## config.mk

```make
export PLATFORM = sky130hd
export DESIGN_NAME = if_id_stage
export DESIGN_NICKNAME = d
export VERILOG_FILES = /design/src/rtl/if_id_stage_pkg.sv /design/src/rtl/if_id_stage_pc_unit.sv /design/src/rtl/if_id_stage.sv
export SDC_FILE = /design/constraint.sdc
export NUM_CORES = 1
export LEC_CHECK = 0
export ABC_AREA = 1
export CAP_MARGIN = 20
export CORE_ASPECT_RATIO = 1.75
export CORE_MARGIN = 5
export CORE_UTILIZATION = 42
export CTS_CLUSTER_DIAMETER = 50
export DETAILED_ROUTE_END_ITERATION = 6
export GPL_ROUTABILITY_DRIVEN = 0
export PLACE_DENSITY = 0.75
export SLEW_MARGIN = 20
export SYNTH_ARGS = -nofsm -noshare
export SYNTH_HDL_FRONTEND = slang
export SYNTH_SLANG_ARGS = --single-unit
```

## constraint.sdc

```tcl
create_clock -name Clk -period 5.55 [get_ports Clk]
set_input_delay 1.3875 -clock Clk [delete_from_list [all_inputs] [get_ports Clk]]
set_output_delay 1.3875 -clock Clk [all_outputs]
set_load 0.03 [all_outputs]
```

## src/rtl/if_id_stage_pkg.sv

```systemverilog
// Shared pipeline definitions for the fetch front end.
// Holds the NOP encoding, the register-field bit positions used by decode and
// the hazard unit, the PC width and step, and the per-edge action type with
// the helper that resolves Flush/Stall priority.
package if_id_stage_pkg;

  localparam int unsigned PC_W = 32;
  localparam logic [PC_W-1:0] PC_STEP = 32'd4;
  localparam logic [31:0] NOP = 32'h0000_0000;

  localparam int unsigned RS_MSB = 25;
  localparam int unsigned RS_LSB = 21;
  localparam int unsigned RT_MSB = 20;
  localparam int unsigned RT_LSB = 16;

  typedef enum logic [1:0] {
    ACT_ADVANCE = 2'd0,
    ACT_STALL   = 2'd1,
    ACT_FLUSH   = 2'd2
  } pipe_action_e;

  // Flush wins over Stall so a taken branch is never dropped while the
  // hazard unit happens to be holding the pipe.
  function automatic pipe_action_e resolve_action(input logic flush, input logic stall);
    if (flush) begin
      return ACT_FLUSH;
    end else if (stall) begin
      return ACT_STALL;
    end
    return ACT_ADVANCE;
  endfunction

endpackage

```

## src/rtl/if_id_stage_pc_unit.sv

```systemverilog
// pc_unit: program counter register with its +4 adder and redirect/hold mux.
// Ports:
//   Clk, Rst        clock and asynchronous active-high reset
//   Stall, Flush    hold request and branch redirect request
//   Branch_Target   redirect address, word-aligned internally
//   pc              current fetch address
//   pc_plus4        pc + 4 (wraps modulo 2^32), also used for PC4_ID
module pc_unit
  import if_id_stage_pkg::*;
#(
  parameter logic [31:0] RESET_PC = 32'h0000_0000
) (
  input  logic            Clk,
  input  logic            Rst,
  input  logic            Stall,
  input  logic            Flush,
  input  logic [PC_W-1:0] Branch_Target,
  output logic [PC_W-1:0] pc,
  output logic [PC_W-1:0] pc_plus4
);

  pipe_action_e action;

  assign action   = resolve_action(Flush, Stall);
  assign pc_plus4 = pc + PC_STEP;

  // Branch targets are forced to word alignment; the adder simply wraps
  // from FFFF_FFFC back to zero.
  always_ff @(posedge Clk or posedge Rst) begin
    if (Rst) begin
      pc <= RESET_PC;
    end else begin
      unique case (action)
        ACT_FLUSH:   pc <= {Branch_Target[PC_W-1:2], 2'b00};
        ACT_STALL:   pc <= pc;
        ACT_ADVANCE: pc <= pc_plus4;
        default:     pc <= pc;
      endcase
    end
  end

endmodule

```

## src/rtl/if_id_stage.sv

```systemverilog
// if_id_stage: fetch-side front end, PC register plus IF/ID pipeline register.
// Ports:
//   Clk, Rst        clock and asynchronous active-high reset
//   Stall           hold PC and IF/ID (registered by the hazard unit already)
//   Flush           taken branch: redirect PC to Branch_Target, squash IF/ID
//   Branch_Target   redirect address
//   Instr_IF        instruction memory data for PC_IF
//   PC_IF           fetch address
//   Instr_ID        registered instruction, PC4_ID its PC+4, Valid_ID 0 = bubble
//   Rs_ID, Rt_ID    register fields of Instr_ID for the hazard unit
//   Stall_Count     saturating count of all stalled cycles since reset
//   Stall_Timeout   sticky flag: Stall held more than MAX_STALL cycles in a row
module if_id_stage
  import if_id_stage_pkg::*;
#(
  parameter logic [31:0] RESET_PC  = 32'h0000_0000,
  parameter int          CNT_W     = 16,
  parameter int          MAX_STALL = 8
) (
  input  logic             Clk,
  input  logic             Rst,
  input  logic             Stall,
  input  logic             Flush,
  input  logic [31:0]      Branch_Target,
  input  logic [31:0]      Instr_IF,
  output logic [31:0]      PC_IF,
  output logic [31:0]      Instr_ID,
  output logic [31:0]      PC4_ID,
  output logic             Valid_ID,
  output logic [4:0]       Rs_ID,
  output logic [4:0]       Rt_ID,
  output logic [CNT_W-1:0] Stall_Count,
  output logic             Stall_Timeout
);

  // Wide enough to hold MAX_STALL+1, so "would exceed" is always reachable
  // before the counter saturates.
  localparam int CONS_W = $clog2(MAX_STALL + 2);
  localparam logic [CONS_W-1:0] MAX_STALL_C = CONS_W'(MAX_STALL);

  pipe_action_e      action;
  logic [31:0]       pc_plus4;
  logic [CONS_W-1:0] consec_count;
  logic [CONS_W-1:0] consec_next;

  assign action = resolve_action(Flush, Stall);

  pc_unit #(
    .RESET_PC (RESET_PC)
  ) u_pc_unit (
    .Clk           (Clk),
    .Rst           (Rst),
    .Stall         (Stall),
    .Flush         (Flush),
    .Branch_Target (Branch_Target),
    .pc            (PC_IF),
    .pc_plus4      (pc_plus4)
  );

  assign Rs_ID = Instr_ID[RS_MSB:RS_LSB];
  assign Rt_ID = Instr_ID[RT_MSB:RT_LSB];

  // Saturating increment of the consecutive-stall run length.
  assign consec_next = (consec_count == '1) ? consec_count : consec_count + CONS_W'(1);

  // IF/ID register: a flush inserts a bubble, a stall holds, otherwise the
  // fetched word moves into decode together with its PC+4.
  always_ff @(posedge Clk or posedge Rst) begin
    if (Rst) begin
      Instr_ID <= NOP;
      PC4_ID   <= '0;
      Valid_ID <= 1'b0;
    end else begin
      unique case (action)
        ACT_FLUSH: begin
          Instr_ID <= NOP;
          PC4_ID   <= '0;
          Valid_ID <= 1'b0;
        end
        ACT_STALL: begin
          Instr_ID <= Instr_ID;
          PC4_ID   <= PC4_ID;
          Valid_ID <= Valid_ID;
        end
        default: begin
          Instr_ID <= Instr_IF;
          PC4_ID   <= pc_plus4;
          Valid_ID <= 1'b1;
        end
      endcase
    end
  end

  // Stall statistics and watchdog. Only a genuine hold counts; a stall
  // overridden by a flush neither counts nor extends the current run.
  always_ff @(posedge Clk or posedge Rst) begin
    if (Rst) begin
      Stall_Count   <= '0;
      consec_count  <= '0;
      Stall_Timeout <= 1'b0;
    end else begin
      if (action == ACT_STALL) begin
        if (Stall_Count != '1) begin
          Stall_Count <= Stall_Count + CNT_W'(1);
        end
        consec_count <= consec_next;
        if (consec_next > MAX_STALL_C) begin
          Stall_Timeout <= 1'b1;
        end
      end else begin
        consec_count <= '0;
      end
    end
  end

endmodule

```

### Word level (Yosys, flattened, before mapping)

Cells that the tools add are included.

* register bits: 118
* input bits: 68
* output and inout port bits: 124
* word-level logic and storage cells: 30

* add/sub/neg operators: 3
* $lt $le $gt $ge: 1
* eq/ne operators: 4
* mux-type cells: 11
* reduce and logical (&&, ||, !) cells: 4

Operators with widths (count)
* 32-bit case mux with 2 select lines: 3
* 32-bit by 3-bit adder with 32-bit output, second input constant: 1
* 16-bit by 1-bit adder with 16-bit output, second input constant: 1
* 16-bit inequality test, second input constant: 1
* 4-bit two-way mux: 2
* 2-bit two-way mux: 3
* 4-bit by 1-bit adder with 4-bit output, second input constant: 1
* 4-bit == test, second input constant: 1
* 4-bit greater-than comparator, second input constant: 1
* 2-bit AND reduction: 2
* 2-bit by 1-bit == test with 1-bit output, second input constant: 1
* 2-bit == test, second input constant: 1
* 2-bit logical NOT: 1
* 1-bit two-way mux: 2
* 1-bit case mux with 2 select lines: 1
* 2-bit nonzero test: 1

### Depth between registers and ports, before layout

Gate-level depths: netlist of run 1.

* word-level depth: 5
* depth in mapped cells: 10
* mapped depth without buffers: 10

### By module

From an unflattened synthesis of run 1, not the netlist that was laid out.

* cell total of the unflattened synthesis: 838
* area total of the unflattened synthesis: 6182.2 um^2

By module, submodules not included
* if_id_stage: instances 1, cells an instance 464, area each 3903.7 um^2, sequential area each 2152.1 um^2
* pc_unit: instances 1, cells an instance 374, area each 2278.4 um^2, sequential area each 750.7 um^2

### Least setup slack after synthesis of run 1

No wires, ideal clock.

* kind: input -> register
* from: input Flush
* to: register u_pc_unit.pc[13]
* library setup time: 0.069 ns
* data arrival time: 2.176 ns
* required time: 5.481 ns
* slack: 3.306 ns
* cell stages on the path: 6
* buffers on the path: 3
* cell sequence: buf_2 -> nor2_2 -> buf_4 -> buf_2 -> nand2_1 -> nand3_1

* word-level cells in the longest chain between the ends: 4
* elaborated cells between the ends (all ways): 7
* those cells by class: eq/ne (1); mux (4); reduce/logical (2)

RTL lines
* from (decl): RTL line if_id_stage.sv:23 `input logic Flush,`
* 2-bit two-way mux / 1-bit two-way mux (equally long branches): RTL line if_id_stage_pkg.sv:25 `if (flush) begin`
* 2-bit two-way mux (*): RTL line if_id_stage_pkg.sv:30 `return ACT_ADVANCE;`
* 2-bit == test / 2-bit logical NOT (equally long branches): RTL line if_id_stage_pc_unit.sv:33 `unique case (action)`
* 32-bit case mux with 2 select lines / 2-bit nonzero test (equally long branches)
* to (signal assigned): RTL line if_id_stage_pc_unit.sv:34 `ACT_FLUSH: pc <= {Branch_Target[PC_W-1:2], 2'b00};`
* to (signal assigned): RTL line if_id_stage_pc_unit.sv:35 `ACT_STALL: pc <= pc;`
* to (signal assigned): RTL line if_id_stage_pc_unit.sv:36 `ACT_ADVANCE: pc <= pc_plus4;`
* to (decl): RTL line if_id_stage_pc_unit.sv:18 `output logic [PC_W-1:0] pc,`

Mark *: on every way between the ends. The rest lies on a longest branch, timed or not.
A chain may end at the register's enable or synchronous reset.

### Worst setup path after layout of run 1

* from: register u_pc_unit.pc[4]
* to: output PC_IF[4]

RTL lines
* to (decl): RTL line if_id_stage.sv:26 `output logic [31:0] PC_IF,`

No word-level cell between the ends.

==> results by group, run 1 <==
Drt
  – Final WL: about 17000 µm
  – Routed len/inst: around 17 µm
  – Routed Antenna Nets: 0
  – DRC viols: 0
  – Vias per cell: 5.02
  – DRT iter0 DRCs: about 270
  – Via count: roughly 5200
  – Drt pass-1 iters: 4

Power and ir drop
  – Pwr/cell area: 341 nW/µm²
  – VDD IR max: a little under 0.2 mV
  – Leak: approximately 3.8 nW

Hold path
  – Hold WC Path Type: register to register
  – Hold worst-path end: Stall_Timeout
  – Hold Crit Start: Stall_Timeout
  – WHS Path Cells: 1

Critical path
  – Worst Path Required: about 4.2 ns
  – RR Endpoint: u_pc_unit.pc[16]
  – Slowest stage delay, CP: between 0.7 and 0.8 ns
  – Critical Path Slowest Stage Cell: clkdlybuf4s50_1
  – RR Startpoint: u_pc_unit.pc[3]
  – Top cell family by delay on the critical path: buffers and inverters
  – CP max FO: 8
  – CP Buf/Inv Count: 1
  – Worst Path Arrival: approximately 1.7 ns
  – Crit end category: primary output
  – R2r setup slk: between 3 and 4 ns
  – Startpoint types: register
  – Critical-path cell list: clkdlybuf4s50_1
  – WS Path Type: register to primary output
  – Reg2reg path depth: 7

STA
  – Worst-Margin Slew: between 0.8 and 0.9 ns
  – Setup_tns: 0 ns
  – Final Hold Vio Count: 0
  – FMAX: around 330 MHz
  – Clk_skew: roughly 0.011 ns
  – Final Cycle Share: a little over half
  – Unrepaired setup endpoints after global routing: no
  – Setup Viol. Count Final: 0
  – Max-slew headroom: 43.2%
  – Minimum clock period: around 3.0 ns
  – Final Max Slew Viols: 0

Clock network
  – CTS buffer count: 17
  – Clk_lat worst skew: approximately 0.41 ns
  – Clk root buf: clkbuf_16
  – H-Tree Depth: 4
  – CTS Hold Buffers Added: 0
  – CTS tree: built
  – Clock sinks: around 120
  – # Post-CTS Setup Buffers: 0
  – CTS clock-pin slew for the worst setup and hold paths: 0.06 ns
  – Number of gates resized after cts: 0
  – Clock Path Buffers: 2

Cells and area
  – Share of layout cells above drive strength 1: 9.39%
  – Finished layout cell area: roughly 8200 µm²
  – Layout area overhead: 45.4%
  – Final #Nets: between 900 and 1000
  – ANT cells: 0

Synthesis
  – Synth warn: 0
  – Async set-reset flop share out of synthesis: 100%
  – Post-synth top area share: between 50% and 60%
  – Number of synthesized register bits: 115
  – Number of distinct library cells after synthesis: 36
  – Leading area contributor after synthesis: dfrtp_1
  – Ys flop type: dfrtp_1
  – Post-synth EDFFs: 0
  – Synth Area per Inst: between 8 and 9 µm²
  – Synthesized area: between 5000 and 6000 µm²
  – Post-synthesis sequential area ratio: approximately 51%
  – Synth top area cells: dfrtp_1 51%, nand2_1 15%, a22o_1 4.9%, nand3_1 4.1%, inv_1 3.2%
  – Most numerous cell in the Yosys netlist: nand2_1
  – Post-synthesis cell count: between 600 and 700
  – Post-synth top cells: 226 x nand2_1, 115 x dfrtp_1, 48 x inv_1, 47 x nand3_1, 43 x nor2_1

Floorplanning
  – Starting Density: between 40% and 50%
  – Die Y: approximately 160 µm
  – Placement Rows: 56
  – Die X: roughly 98 µm
  – Total die area: 16000 µm²
  – I/O pin total: between 150 and 200
  – Core area: between 10000 and 15000 µm²

Flow run
  – Max Cap Violations: 0

Place
  – Dpl hpwl: approximately 13000 µm
  – Post-DP Area: 7620 µm²
  – PortBufs: approximately 190

Run status
  – Status: completed

GRT
  – GR peak layer: met2
  – Met3 Use GR: ~5.1%
  – GR Overflow Total: 0
  – First-pass GRT wire length: approximately 28000 µm
  – Pin count of the biggest net entering global routing: 68
  – Global Route met1 Usage: between 20% and 30%
  – Initial antenna violation count: 0
  – Total GRT Usage: 21.9%
  – Vias in the first global route: between 5000 and 6000
  – GR Util met2: approximately two fifths
## cell type report
cell class / instances / area, µm²
clock inverters: 13 / 184
multi-input cells: 468 / 2390
repair buffers: 194 / 1920
inverters: 55 / 211
clock buffers: 18 / 439
well taps: 174 / 218
flip-flops and latches: 115 / 2880
fillers: 1153 / 5070
## power breakdown
part	leakage, nW	total (mW)	internal (mW)	switching (mW)
clock	0.298	1.17	0.761	0.407
sequential	1.49	1.01	0.918	0.0959
combinational	1.98	0.627	0.258	0.369
total	3.77	2.81	1.94	0.872
## placed cells by master (no fill, tap or decap), drive strengths merged, types with 12 or more instances in the layout
master / instances
inv: 56
nor2: 55
xor2: 15
dfrtp: 115
clkdlybuf4s50: 187
a22o: 32
nand2: 233
o21ai: 29
clkbuf: 18
nand3: 49
nand4: 12
## cells by family (layout without fill, tap and decap cells)
group	Yosys count	after routing	share of synthesized area [%]
AOI/OAI and AO/OA	80	80	10.1
buffers and inverters	88	280	7.26
xor gates and xnor gates	20	20	3.09
adders and majority gates	3	3	0.662
DFF	115	115	50.7
other	1	2	0.0661
and+or+nand+nor	363	363	28.1
## flip-flops by register name, summed over array words and instances, names as in the netlist
| register | cells |
|---|---|
| Stall_Count | 16 |
| u_pc_unit.pc | 30 |
| Valid_ID | 1 |
| Instr_ID | 32 |
| Stall_Timeout | 1 |
| consec_count | 4 |
| PC4_ID | 31 |
## per-layer routing
layer / wire (µm) / part of all wire, % / up-vias
met5: 0 / 0 / -
met4: 479 / 2.8 / 0
met3: 1020 / 5.9 / 32
met2: 9310 / 54 / 203
met1: 6510 / 38 / 2444
li1: - / - / 2524
## through the flow
stage          std cells  utilization, %  hold slack, ns  power, mW  worst slack (ns)
2_1_floorplan        671               -           0.524       1.37              1.12
3_3_place_gp        1006            57.3           0.444       1.65              2.34
3_5_place_dp        1006            57.3           0.447       1.66              2.32
4_1_cts             1037            61.9           0.461       2.83              2.48
5_1_grt             1037            61.9           0.490       2.92              2.44
6_report            1037            61.9           0.459       2.81              2.50
## worst max-delay path by stage
stage / start / end / slack, ns / cells after the start
3_5_place_dp: Flush / u_pc_unit.pc[19] / 2.32 / 6
3_3_place_gp: Flush / u_pc_unit.pc[19] / 2.34 / 6
2_1_floorplan: Rst / Instr_ID[0] / 1.12 / 1
4_1_cts: u_pc_unit.pc[4] / PC_IF[4] / 2.48 / 1
5_1_grt: u_pc_unit.pc[4] / PC_IF[4] / 2.44 / 1
6_report: u_pc_unit.pc[4] / PC_IF[4] / 2.50 / 1
Power figures use the tool's default switching activity.
==> run 2: changes to the inputs <==
--- a/config.mk
+++ b/config.mk
@@ -13,7 +13,7 @@
 export CTS_CLUSTER_DIAMETER = 50
 export DETAILED_ROUTE_END_ITERATION = 6
 export GPL_ROUTABILITY_DRIVEN = 0
-export PLACE_DENSITY = 0.75
+export PLACE_DENSITY = 0.78
 export SLEW_MARGIN = 20
 export SYNTH_ARGS = -nofsm -noshare
 export SYNTH_HDL_FRONTEND = slang
==> constraint.sdc (replaced) <==
create_clock -name Clk -period 2.8 [get_ports Clk]
set_input_delay 0.7 -clock Clk [delete_from_list [all_inputs] [get_ports Clk]]
set_output_delay 0.7 -clock Clk [all_outputs]
set_load 0.03 [all_outputs]
==> run 2 against run 1 <==
Compared with the run above: routed wire length fell by 0.69%; flip-flop and latch count stayed put; critical endpoint is now PC_IF[19]; clock-buffer cell count is 2 higher.
==> results by group, run 2 (same netlist as run 1, synthesis figures left out) <==
Power and ir drop
  – Internal power: 3.87 mW (+100%)
  – Pwr/cell area: 673 nW/µm² (+98%)
  – Switching portion of total power: 30.7% (-0.37 points)
  – Leak: 3.79 nW (+0.44%)
  – Clk pwr share: 41.6% (about the same)
  – VDD IR max: 0.341 mV (+73%)
  – Switching pwr: 1.71 mW (+97%)
  – Part of the power in registers: 36.0% (about the same)
  – Comb power frac: 22.4% (about the same)

Clock network
  – CTS clock-pin slew for the worst setup and hold paths: 0.06 ns (about the same)
  – H-Tree Depth: 4 (unchanged)
  – Clk_lat worst skew: 0.42 ns (about the same)
  – Clk root buf: clkbuf_16
  – # Post-CTS Setup Buffers: 0 (unchanged)
  – Clock sinks: 115 (unchanged)
  – Number of gates resized after cts: 0 (unchanged)
  – Clock Path Buffers: 2 (unchanged)
  – CTS tree: built
  – CTS buffer count: 17 (unchanged)
  – CTS Hold Buffers Added: 0 (unchanged)

Floorplanning
  – Total die area: 16000 µm² (unchanged)
  – Starting Density: 42.6% (unchanged)
  – Core area: 13300 µm² (unchanged)
  – Placement Rows: 56 (unchanged)
  – Die X: 97.8 µm (unchanged)
  – I/O pin total: 192 (unchanged)
  – Die Y: 164 µm (unchanged)

Drt
  – DRC viols: 0 (unchanged)
  – Via count: 5286 (+1.6%)
  – Vias per cell: 5.08 (+1.3%)
  – Final WL: 17200 µm (-0.69%)
  – DRT iter0 DRCs: 280 (+2.6%)
  – Routed len/inst: 16.5 µm (-0.98%)
  – Routed Antenna Nets: 0 (unchanged)
  – Drt pass-1 iters: 4 (unchanged)

GRT
  – GR Util met2: 39.2% (-0.68 points)
  – First-pass GRT wire length: 27300 µm (-1.1%)
  – Met3 Use GR: 5.18% (+0.042 points)
  – Global Route met1 Usage: 23.0% (-0.77 points)
  – GR Overflow Total: 0 (unchanged)
  – Total GRT Usage: 21.7% (-0.18 points)
  – Pin count of the biggest net entering global routing: 69 (+1.5%)
  – GR peak layer: met2
  – Vias in the first global route: 5439 (+2.3%)
  – Initial antenna violation count: 0 (unchanged)

STA
  – Setup_tns: 0 ns (unchanged)
  – Max-slew headroom: 59.4% (+16 points)
  – Worst-Margin Slew: 0.604 ns (-0.247 ns)
  – Fin Hold WS: 0.471 ns (+0.0118 ns)
  – Final Max Slew Viols: 0 (unchanged)
  – Minimum clock period: around 2.4 ns
  – Final Hold Vio Count: 0 (unchanged)
  – FMAX: roughly 430 MHz
  – Clk_skew: 0.0111 ns (+0.000266 ns)
  – Setup Viol. Count Final: 0 (unchanged)
  – Final Cycle Share: 84.0%
  – Unrepaired setup endpoints after global routing: no

Cells and area
  – Most frequent cells in the layout: 226 x nand2_1, 187 x clkdlybuf4s50_1, 115 x dfrtp_1
  – Share of layout cells above drive strength 1: 9.48% (+0.094 points)
  – Most common cell after layout, fill and taps aside: nand2_1
  – Layout area overhead: 46.3%
  – Final #Nets: 923 (+0.11%)
  – Fillers: 1101 (-4.5%)
  – Biggest regs: Instr_ID x32, PC4_ID x31, u_pc_unit.pc x30
  – Max reg flops: 32 (unchanged)
  – Largest Register: Instr_ID
  – Finished layout cell area: 8300 µm² (+0.61%)

Critical path
  – Critical Path Slowest Stage Cell: clkdlybuf4s50_1
  – Critical-path cell list: clkdlybuf4s50_1
  – Worst Path Required: 2.10 ns (-2.06 ns)
  – Worst Path Arrival: 1.65 ns (about the same)
  – Startpoint types: register
  – WS Path Type: register to primary output
  – Slowest stage delay, CP: 0.76 ns (+0.02 ns)
  – Top cell family by delay on the critical path: buffers and inverters
  – Crit end category: primary output
  – CP max FO: 6 (-2)
  – CP Buf/Inv Count: 1 (unchanged)

Hold path
  – Hold WC Path Type: register to register

Place
  – Dpl hpwl: 12500 µm (-0.52%)
  – Post-DP Area: 7660 µm² (+0.44%)
  – PortBufs: 187 (unchanged)

Run status
  – Status: completed

Flow run
  – Max Cap Violations: 0 (unchanged)
## run 2: area by class of cell
class / instances / area (µm²) / share of cell area [%]
tap: 174 / 218 / 2.62
clock inverter: 12 / 180 / 2.17
sequential: 115 / 2880 / 34.7
multi-input combinational: 468 / 2390 / 28.8
inverter: 55 / 213 / 2.56
clock buffer: 20 / 457 / 5.51
timing repair buffer: 195 / 1960 / 23.6
antenna: 1 / 2.50 / 0.0302
## run 2: final timing paths
kind	end	cells past startpoint	start	slack, ns
setup / recovery	PC_IF[19]	1	u_pc_unit.pc[19]	0.45
hold / removal	PC4_ID[2]	2	PC4_ID[2]	0.47
setup reg to reg	u_pc_unit.pc[16]	7	u_pc_unit.pc[3]	0.94
hold reg to reg	PC4_ID[2]	2	PC4_ID[2]	0.47
max in group asynchronous	Stall_Count[12]	4	Rst	1.34
min in group asynchronous	PC4_ID[7]	2	Rst	0.59
## run 2: metrics by stage
| step | std cells | total power [mW] | setup slack (ns) | utilization [%] |
|---|---|---|---|---|
| final | 1040 | 5.59 | 0.448 | 62.3 |
| after floorplan | 671 | 2.72 | 0.701 | - |
| after detailed placement | 1007 | 3.29 | 0.345 | 57.5 |
| after global placement | 1007 | 3.27 | 0.352 | 57.5 |
| after global routing | 1039 | 5.81 | 0.384 | 62.3 |
| after CTS | 1039 | 5.64 | 0.431 | 62.3 |
## run 2: metal layers
| metal | wire (µm) | share of wire (%) |
|---|---|---|
| met1 | 6260 | 36 |
| met2 | 9330 | 54 |
| met3 | 1020 | 5.9 |
| met4 | 601 | 3.5 |
| met5 | 0 | 0 |
## run 2: power by group through the flow
stage | clock network (mW) | registers, mW | logic, mW
after global placement | 0 | 2.03 | 1.24
after detailed placement | 0 | 2.03 | 1.26
after global routing | 2.44 | 2.03 | 1.34
after floorplan | 0 | 2.30 | 0.420
after CTS | 2.37 | 2.01 | 1.27
final | 2.32 | 2.01 | 1.25
